File: src/rtl/ifu_fetch.sv
// ----------------------------------------------------------------------------
// ifu_fetch -- instruction fetch unit feeding decode.
//
// Holds the fetch PC and issues single-word requests to instruction memory
// with at most one request outstanding. Returned words are tagged with their
// PC and queued in a small FIFO that drives decode over valid/ready. A
// redirect flushes the queue and restarts fetch at a new address. A response
// that belongs to a request issued before the redirect is dropped.
//
// Optional feature macro: IFU_MISALIGN_CHECK_EN
//   defined   : a redirect to a non word-aligned target queues one fault
//               entry {redirect_pc, NOP, fault=1} and stops fetching until
//               the next redirect.
//   undefined : redirect_pc[1:0] is ignored and out_fault is tied to 0.
//
// Ports
//   clk, rst            clock, asynchronous active-low reset
//   redirect_valid/pc   flush and restart fetch at redirect_pc
//   imem_req_*          request channel (valid/ready, word address)
//   imem_rsp_*          in-order response channel (no backpressure)
//   out_valid/ready     head of fetch queue toward decode
//   out_pc/inst/fault   head entry payload (registered)
// ----------------------------------------------------------------------------
module ifu_fetch #(
  parameter logic [31:0] RESET_PC = 32'h8000_0000,
  parameter int unsigned DEPTH    = 4
) (
  input  logic        clk,
  input  logic        rst,
  input  logic        redirect_valid,
  input  logic [31:0] redirect_pc,
  output logic        imem_req_valid,
  input  logic        imem_req_ready,
  output logic [31:0] imem_req_addr,
  input  logic        imem_rsp_valid,
  input  logic [31:0] imem_rsp_data,
  output logic        out_valid,
  input  logic        out_ready,
  output logic [31:0] out_pc,
  output logic [31:0] out_inst,
  output logic        out_fault
);

  localparam int unsigned PTR_W = $clog2(DEPTH);
  localparam int unsigned CNT_W = $clog2(DEPTH + 1);
  localparam logic [31:0] NOP_INST = 32'h0000_0013;

  typedef enum logic [1:0] {
    ST_RUN   = 2'd0,
    ST_DROP  = 2'd1,
    ST_FAULT = 2'd2
  } state_e;

  typedef struct packed {
    logic [31:0] pc;
    logic [31:0] inst;
    logic        fault;
  } entry_t;

  state_e             state_q, state_d;
  logic [31:0]        fpc_q, fpc_d;
  logic [31:0]        tag_q, tag_d;
  logic               inflight_q, inflight_d;
  logic [CNT_W-1:0]   count_q, count_d;
  logic [PTR_W-1:0]   wr_ptr_q, wr_ptr_d;
  logic [PTR_W-1:0]   rd_ptr_q, rd_ptr_d;
  logic               issue_en_q, issue_en_d;
  logic               fault_pend_q, fault_pend_d;
  logic               fault_done_q, fault_done_d;
  logic [31:0]        fault_pc_q, fault_pc_d;
  entry_t             head_q, head_d;
  logic               out_valid_q, out_valid_d;
  entry_t             fifo_q [DEPTH];

  logic               req_valid_c;
  logic               rsp_take_c;
  logic               fault_push_c;
  logic               accept_c;
  logic               push_c;
  logic               pop_c;
  logic               misalign_c;
  logic               room_c;
  logic [CNT_W:0]     occ_c;
  entry_t             push_entry_c;

  // Misaligned redirect detection (feature-gated).
`ifdef IFU_MISALIGN_CHECK_EN
  assign misalign_c = redirect_valid && (redirect_pc[1:0] != 2'b00);
  assign out_fault  = head_q.fault;
`else
  assign misalign_c = 1'b0;
  assign out_fault  = 1'b0;
  logic unused_fault_c;
  assign unused_fault_c = head_q.fault;
`endif

  // Occupancy counts the outstanding request so a full queue is never pushed.
  assign occ_c  = (CNT_W+1)'(count_q) + (CNT_W+1)'(inflight_q);
  assign room_c = occ_c < (CNT_W+1)'(DEPTH);

  // FSM state register.
  always_ff @(posedge clk or negedge rst) begin
    if (!rst) begin
      state_q <= ST_RUN;
    end else begin
      state_q <= state_d;
    end
  end

  // FSM next state; redirect overrides everything else.
  always_comb begin
    state_d = state_q;
    if (redirect_valid) begin
      if (inflight_q && !imem_rsp_valid) begin
        state_d = ST_DROP;
      end else if (misalign_c) begin
        state_d = ST_FAULT;
      end else begin
        state_d = ST_RUN;
      end
    end else begin
      case (state_q)
        ST_RUN:   state_d = ST_RUN;
        ST_DROP:  if (imem_rsp_valid) state_d = fault_pend_q ? ST_FAULT : ST_RUN;
        ST_FAULT: state_d = ST_FAULT;
        default:  state_d = ST_RUN;
      endcase
    end
  end

  // FSM outputs. A new request may chain on the response of the previous one.
  always_comb begin
    req_valid_c  = 1'b0;
    rsp_take_c   = 1'b0;
    fault_push_c = 1'b0;
    case (state_q)
      ST_RUN: begin
        req_valid_c = issue_en_q && !redirect_valid && room_c &&
                      (!inflight_q || imem_rsp_valid);
        rsp_take_c  = inflight_q && imem_rsp_valid && !redirect_valid;
      end
      ST_FAULT: begin
        fault_push_c = !fault_done_q && !redirect_valid;
      end
      default: begin
        req_valid_c = 1'b0;
      end
    endcase
  end

  assign imem_req_valid = req_valid_c;
  assign imem_req_addr  = fpc_q;
  assign accept_c       = req_valid_c && imem_req_ready;
  assign push_c         = rsp_take_c || fault_push_c;
  assign pop_c          = out_valid_q && out_ready;

  // Entry written into the queue this cycle.
  always_comb begin
    push_entry_c = '0;
    if (fault_push_c) begin
      push_entry_c.pc    = fault_pc_q;
      push_entry_c.inst  = NOP_INST;
      push_entry_c.fault = 1'b1;
    end else begin
      push_entry_c.pc    = tag_q;
      push_entry_c.inst  = imem_rsp_data;
      push_entry_c.fault = 1'b0;
    end
  end

  // Fetch PC, outstanding-request tracking and fault bookkeeping.
  always_comb begin
    fpc_d        = fpc_q;
    tag_d        = tag_q;
    inflight_d   = inflight_q;
    issue_en_d   = 1'b1;
    fault_pend_d = fault_pend_q;
    fault_done_d = fault_done_q;
    fault_pc_d   = fault_pc_q;
    if (redirect_valid) begin
      fpc_d        = {redirect_pc[31:2], 2'b00};
      inflight_d   = inflight_q && !imem_rsp_valid;
      fault_pend_d = misalign_c;
      fault_done_d = 1'b0;
      fault_pc_d   = redirect_pc;
    end else begin
      if (accept_c) begin
        fpc_d      = fpc_q + 32'd4;
        tag_d      = fpc_q;
        inflight_d = 1'b1;
      end else if (imem_rsp_valid) begin
        inflight_d = 1'b0;
      end
      if (fault_push_c) begin
        fault_done_d = 1'b1;
      end
    end
  end

  // Queue pointers, count and registered head. The head register takes the
  // incoming entry directly when it lands in the slot that becomes the head.
  always_comb begin
    wr_ptr_d    = wr_ptr_q;
    rd_ptr_d    = rd_ptr_q;
    count_d     = count_q;
    head_d      = head_q;
    if (redirect_valid) begin
      wr_ptr_d = '0;
      rd_ptr_d = '0;
      count_d  = '0;
    end else begin
      if (push_c) wr_ptr_d = wr_ptr_q + PTR_W'(1);
      if (pop_c)  rd_ptr_d = rd_ptr_q + PTR_W'(1);
      count_d = count_q + CNT_W'(push_c) - CNT_W'(pop_c);
    end
    out_valid_d = (count_d != '0);
    if (out_valid_d) begin
      if (push_c && (wr_ptr_q == rd_ptr_d)) begin
        head_d = push_entry_c;
      end else begin
        head_d = fifo_q[rd_ptr_d];
      end
    end
  end

  // Control and datapath registers.
  always_ff @(posedge clk or negedge rst) begin
    if (!rst) begin
      fpc_q        <= RESET_PC;
      tag_q        <= '0;
      inflight_q   <= 1'b0;
      count_q      <= '0;
      wr_ptr_q     <= '0;
      rd_ptr_q     <= '0;
      issue_en_q   <= 1'b0;
      fault_pend_q <= 1'b0;
      fault_done_q <= 1'b0;
      fault_pc_q   <= '0;
      head_q       <= '0;
      out_valid_q  <= 1'b0;
    end else begin
      fpc_q        <= fpc_d;
      tag_q        <= tag_d;
      inflight_q   <= inflight_d;
      count_q      <= count_d;
      wr_ptr_q     <= wr_ptr_d;
      rd_ptr_q     <= rd_ptr_d;
      issue_en_q   <= issue_en_d;
      fault_pend_q <= fault_pend_d;
      fault_done_q <= fault_done_d;
      fault_pc_q   <= fault_pc_d;
      head_q       <= head_d;
      out_valid_q  <= out_valid_d;
    end
  end

  // Queue storage.
  always_ff @(posedge clk or negedge rst) begin
    if (!rst) begin
      for (int unsigned i = 0; i < DEPTH; i++) begin
        fifo_q[i] <= '0;
      end
    end else if (push_c) begin
      fifo_q[wr_ptr_q] <= push_entry_c;
    end
  end

  assign out_valid = out_valid_q;
  assign out_pc    = head_q.pc;
  assign out_inst  = head_q.inst;

endmodule

File: config.mk
export PLATFORM = sky130hd
export DESIGN_NAME = ifu_fetch
export DESIGN_NICKNAME = d
export VERILOG_FILES = /design/src/rtl/ifu_fetch.sv
export SDC_FILE = /design/constraint.sdc
export NUM_CORES = 1
export LEC_CHECK = 0
export CAP_MARGIN = 20
export CORE_ASPECT_RATIO = 0.5
export CORE_MARGIN = 2
export CORE_UTILIZATION = 40
export DETAILED_ROUTE_END_ITERATION = 10
export PLACE_DENSITY = 0.6
export SETUP_SLACK_MARGIN = 0.1
export SLEW_MARGIN = 20
export SYNTH_ARGS = -nofsm -noshare
export SYNTH_HDL_FRONTEND = slang
export SYNTH_SLANG_ARGS = --single-unit
File: constraint.sdc
create_clock -name clk -period 4.1 [get_ports clk]
set_input_delay 0.82 -clock clk [delete_from_list [all_inputs] [get_ports clk]]
set_output_delay 0.82 -clock clk [all_outputs]
set_load 0.02 [all_outputs]
==> summary.md <==
| Metric | Value |
|---|---|
| Total Power | `13.07 mW` |
| CTS Buffer Depth | `3` |
| CTS tree | `built` |
| Total Wirelength | `50660 µm` |
| Diodes inserted | `0` |
| # clock sinks | `425` |
| Die area | `49340 µm²` |
| Ys flop type | `dfrtp_1` |
| Minimum clock period | `3.434 ns` |
| Root buffer cell | `clkbuf_16` |
| Buffers added on ports | `165` |
| Post-synth ARST share | `1.000` |
| Critical Path Sink Type | `flop` |
| Slew HR | `0.3546` |
| Crit-path cells | `clkdlybuf4s50_1 > and3b_1 > o21a_1 > inv_1 > ha_1 > inv_1 > ha_1 > inv_1 > fa_1 > xnor2_1 > a31o_2 > inv_1 > nand4_1 > buf_4 > o221ai_1` |
| Aggregate global-route resource usage | `0.2082` |
| Final slew viol count | `0` |
| Synth top area share | `0.5587` |
| CP Data Required Time | `4.51 ns` |
| Critical path's slowest cell | `clkdlybuf4s50_1` |
| Highest clock rate | `0.2912 GHz` |
| Startpoint types | `input port` |
| H-tree levels | `2` |
| Dominant cell type by area after synthesis | `dfrtp_1` |
| Antenna-violating nets left | `0` |
| Worst-path fanout max | `20` |
| MaxCap Viol Count | `0` |
| Initial antenna violation count | `0` |
| PD cells | `577.3 nW/µm²` |
| Most frequent cells in the layout | `637 x nand2_1, 424 x dfrtp_1, 302 x o21ai_0` |
| Reg clk slew, reported paths | `0.06 ns` |
| Area contributors post-synth | `dfrtp_1 56%, nand2_1 13%, o21ai_0 8.0%` |
| Buffers and inverters on the worst path | `6` |
| Critical path class | `input port to flop` |
| Flop and latch count out of synthesis | `425` |
| CTS Buf Count | `41` |
| Global-route wire length before repair | `81630 µm` |
| Yosys cell types | `69` |
| Final setup skew | `0.01939 ns` |
| Routed vias/inst | `5.266` |
| Final GP Congestion | `0.7845` |
| Post-CTS sizing | `0` |
| Most used cell along the critical path | `inv_1` |
| Outcome | `finished, final reports clean` |
| Critical Path AT | `3.85 ns` |
| Largest net degree at the start of global routing | `129` |
| Synth Warn # | `0` |
| Die Span Y | `158.1 µm` |
| DP HPWL | `31270 µm` |
| Clock Latency Late Sink | `0.55 ns` |
| Initial DRT Pass Iterations | `5` |
| Worst Hold Class | `input port to asynchronous set/reset pin` |
| CP Launch Point | `imem_rsp_valid` |
| Number of global-route vias before repair | `14260` |
| Final Net Count | `2175` |
| Max VDD drop | `305.6 µV` |
| Post-DR wirelength/cell | `18.34 µm` |
| Num rows | `56` |
| Initial drt markers | `1022` |
| Commonest non-fill, non-tap cell in the layout | `nand2_1` |
| Total grt overflow | `0` |
| Slowest Stage Delay on Critical Path | `0.49 ns` |
| Pleak | `9.845 nW` |
| Initial Utilization | `0.4051` |
| Syn avg cell area | `9.553 µm²` |
| DIE WIDTH | `312.1 µm` |
| TNS Setup | `0 ns` |
| # hold bufs at CTS | `0` |
| Reg2reg start | `state_q[0]` |
| Final period utilization | `0.8376` |
| Layout cells sized above 1 | `0.08333` |
| Post-CTS setup buffers | `0` |
| Number of flops mapped to enable cells by yosys | `0` |
| Hold Vio Cnt, Final | `0` |
| Cells after synthesis | `1988` |
| Final Setup Violations | `0` |
| Number of I/O pins | `169` |
| Synth Cell Area | `18990 µm²` |
| Worst slew pin tran | `0.9681 ns` |
| RSZ-0062 raised after global routing | `no` |
| Core region area | `46880 µm²` |
| Syn-to-layout area delta | `19.21%` |
| Routed vias | `14550` |
| Seq/Total Area, Yosys | `0.5601` |
| CP top delay family | `buffers and inverters` |
| DRC violations left | `0` |
| Fill cell count | `4376` |
-- worst reg2reg max path: cells and delay by family, from the launching register on --
family	cells	cell delay, ns
xor+xnor	1	0.22
buf+inv	5	0.63
flops	1	0.39
simple gates	2	0.39
fa+ha+maj	3	0.76
compound gates	3	0.67
-- logic make-up (layout without fill, tap and decap cells) --
logic type	Yosys count	count (layout)	synth area share
xor gates and xnor gates	5	5	0.003690
AOI/OAI and AO/OA	556	556	0.1952
DFF	425	425	0.5601
and+or+nand+nor	753	753	0.1635
muxes	43	43	0.02411
adders and majority gates	9	9	0.006325
other	2	4	0.0003955
buffers and inverters	195	329	0.04678
-- registers in the layout, indices dropped and copies added, names as in the netlist --
register       flops
fifo_q           256
fault_pc_q        32
out_inst          32
out_pc            32
imem_req_addr     30
tag_q             30
count_q            3
rd_ptr_q           2
state_q            2
wr_ptr_q           2
fault_done_q       1
inflight_q         1
issue_en_q         1
out_valid          1
-- routing by layer --
| layer | share of wire | wire length [µm] | vias to the layer above | global-route usage |
|---|---|---|---|---|
| li1 | - | - | 7108 | - |
| met1 | 0.47 | 24050 | 7106 | 0.2919 |
| met2 | 0.47 | 23720 | 258 | 0.3403 |
| met3 | 0.036 | 1807 | 74 | 0.02987 |
| met4 | 0.021 | 1086 | 0 | 0.05563 |
| met5 | 0 | 0 | - | 0 |
-- worst paths after layout --
check / end / slack, ns / cells after the start
hold reg to reg: tag_q[2] / 0.47 / 2
hold / removal: imem_req_addr[24] / 0.29 / 1
setup / recovery: out_pc[1] / 0.67 / 15
min in group clk: tag_q[2] / 0.47 / 2
setup reg to reg: out_pc[1] / 0.92 / 14
max in group asynchronous: fifo_q[149] / 2.80 / 2
-- final cells by class --
cell class                 instances  area, µm²  share of cell area
timing repair buffer             211       2185             0.09650
sequential                       425      10640              0.4699
tap                              638      798.3             0.03526
inverter                          47      178.9            0.007904
clock buffer                      61       1184             0.05229
clock inverter                    10      128.9            0.005693
multi-input combinational       1370       7527              0.3325
-- report_power, final --
group | switching, mW | internal, mW
clock | 1.61 | 2.18
combinational | 2.17 | 1.63
sequential | 0.518 | 4.95
-- Yosys cell counts (4+ instances only) --
| cell | count |
|---|---|
| nand2_1 | 642 |
| dfrtp_1 | 424 |
| o21ai_0 | 302 |
| a21oi_1 | 79 |
| clkbuf_1 | 74 |
| a32o_1 | 72 |
| buf_2 | 54 |
| inv_1 | 45 |
| o221ai_1 | 31 |
| mux2i_1 | 30 |
| o221ai_2 | 29 |
| nor2_1 | 26 |
| nand3_1 | 19 |
| nand4_1 | 16 |
| mux2_2 | 12 |
| buf_4 | 8 |
| ha_1 | 8 |
| o211ai_1 | 8 |
| a21o_1 | 6 |
| buf_6 | 6 |
| nor3_1 | 6 |
| buf_1 | 5 |
| nor2b_1 | 5 |
| nor4_1 | 5 |
| o31a_1 | 5 |
| a221o_1 | 4 |
| and3_1 | 4 |
| nand4bb_1 | 4 |
| o211ai_2 | 4 |
| or3_1 | 4 |
-- stage by stage --
stage                     worst slack, ns  utilization  hold slack, ns  cell area (µm²)  cells
after floorplan                    0.6340            -          0.4451            19000   1990
after global placement             0.1832       0.4549          0.4577            21330   2691
after detailed placement          0.08974       0.4549          0.4614            21330   2691
after CTS                          0.6684       0.4829          0.3334            22640   2762
after global routing               0.3858       0.4829          0.3436            22640   2762
final                              0.6657       0.4829          0.2905            22640   2762
Power figures use the tool's default switching activity.
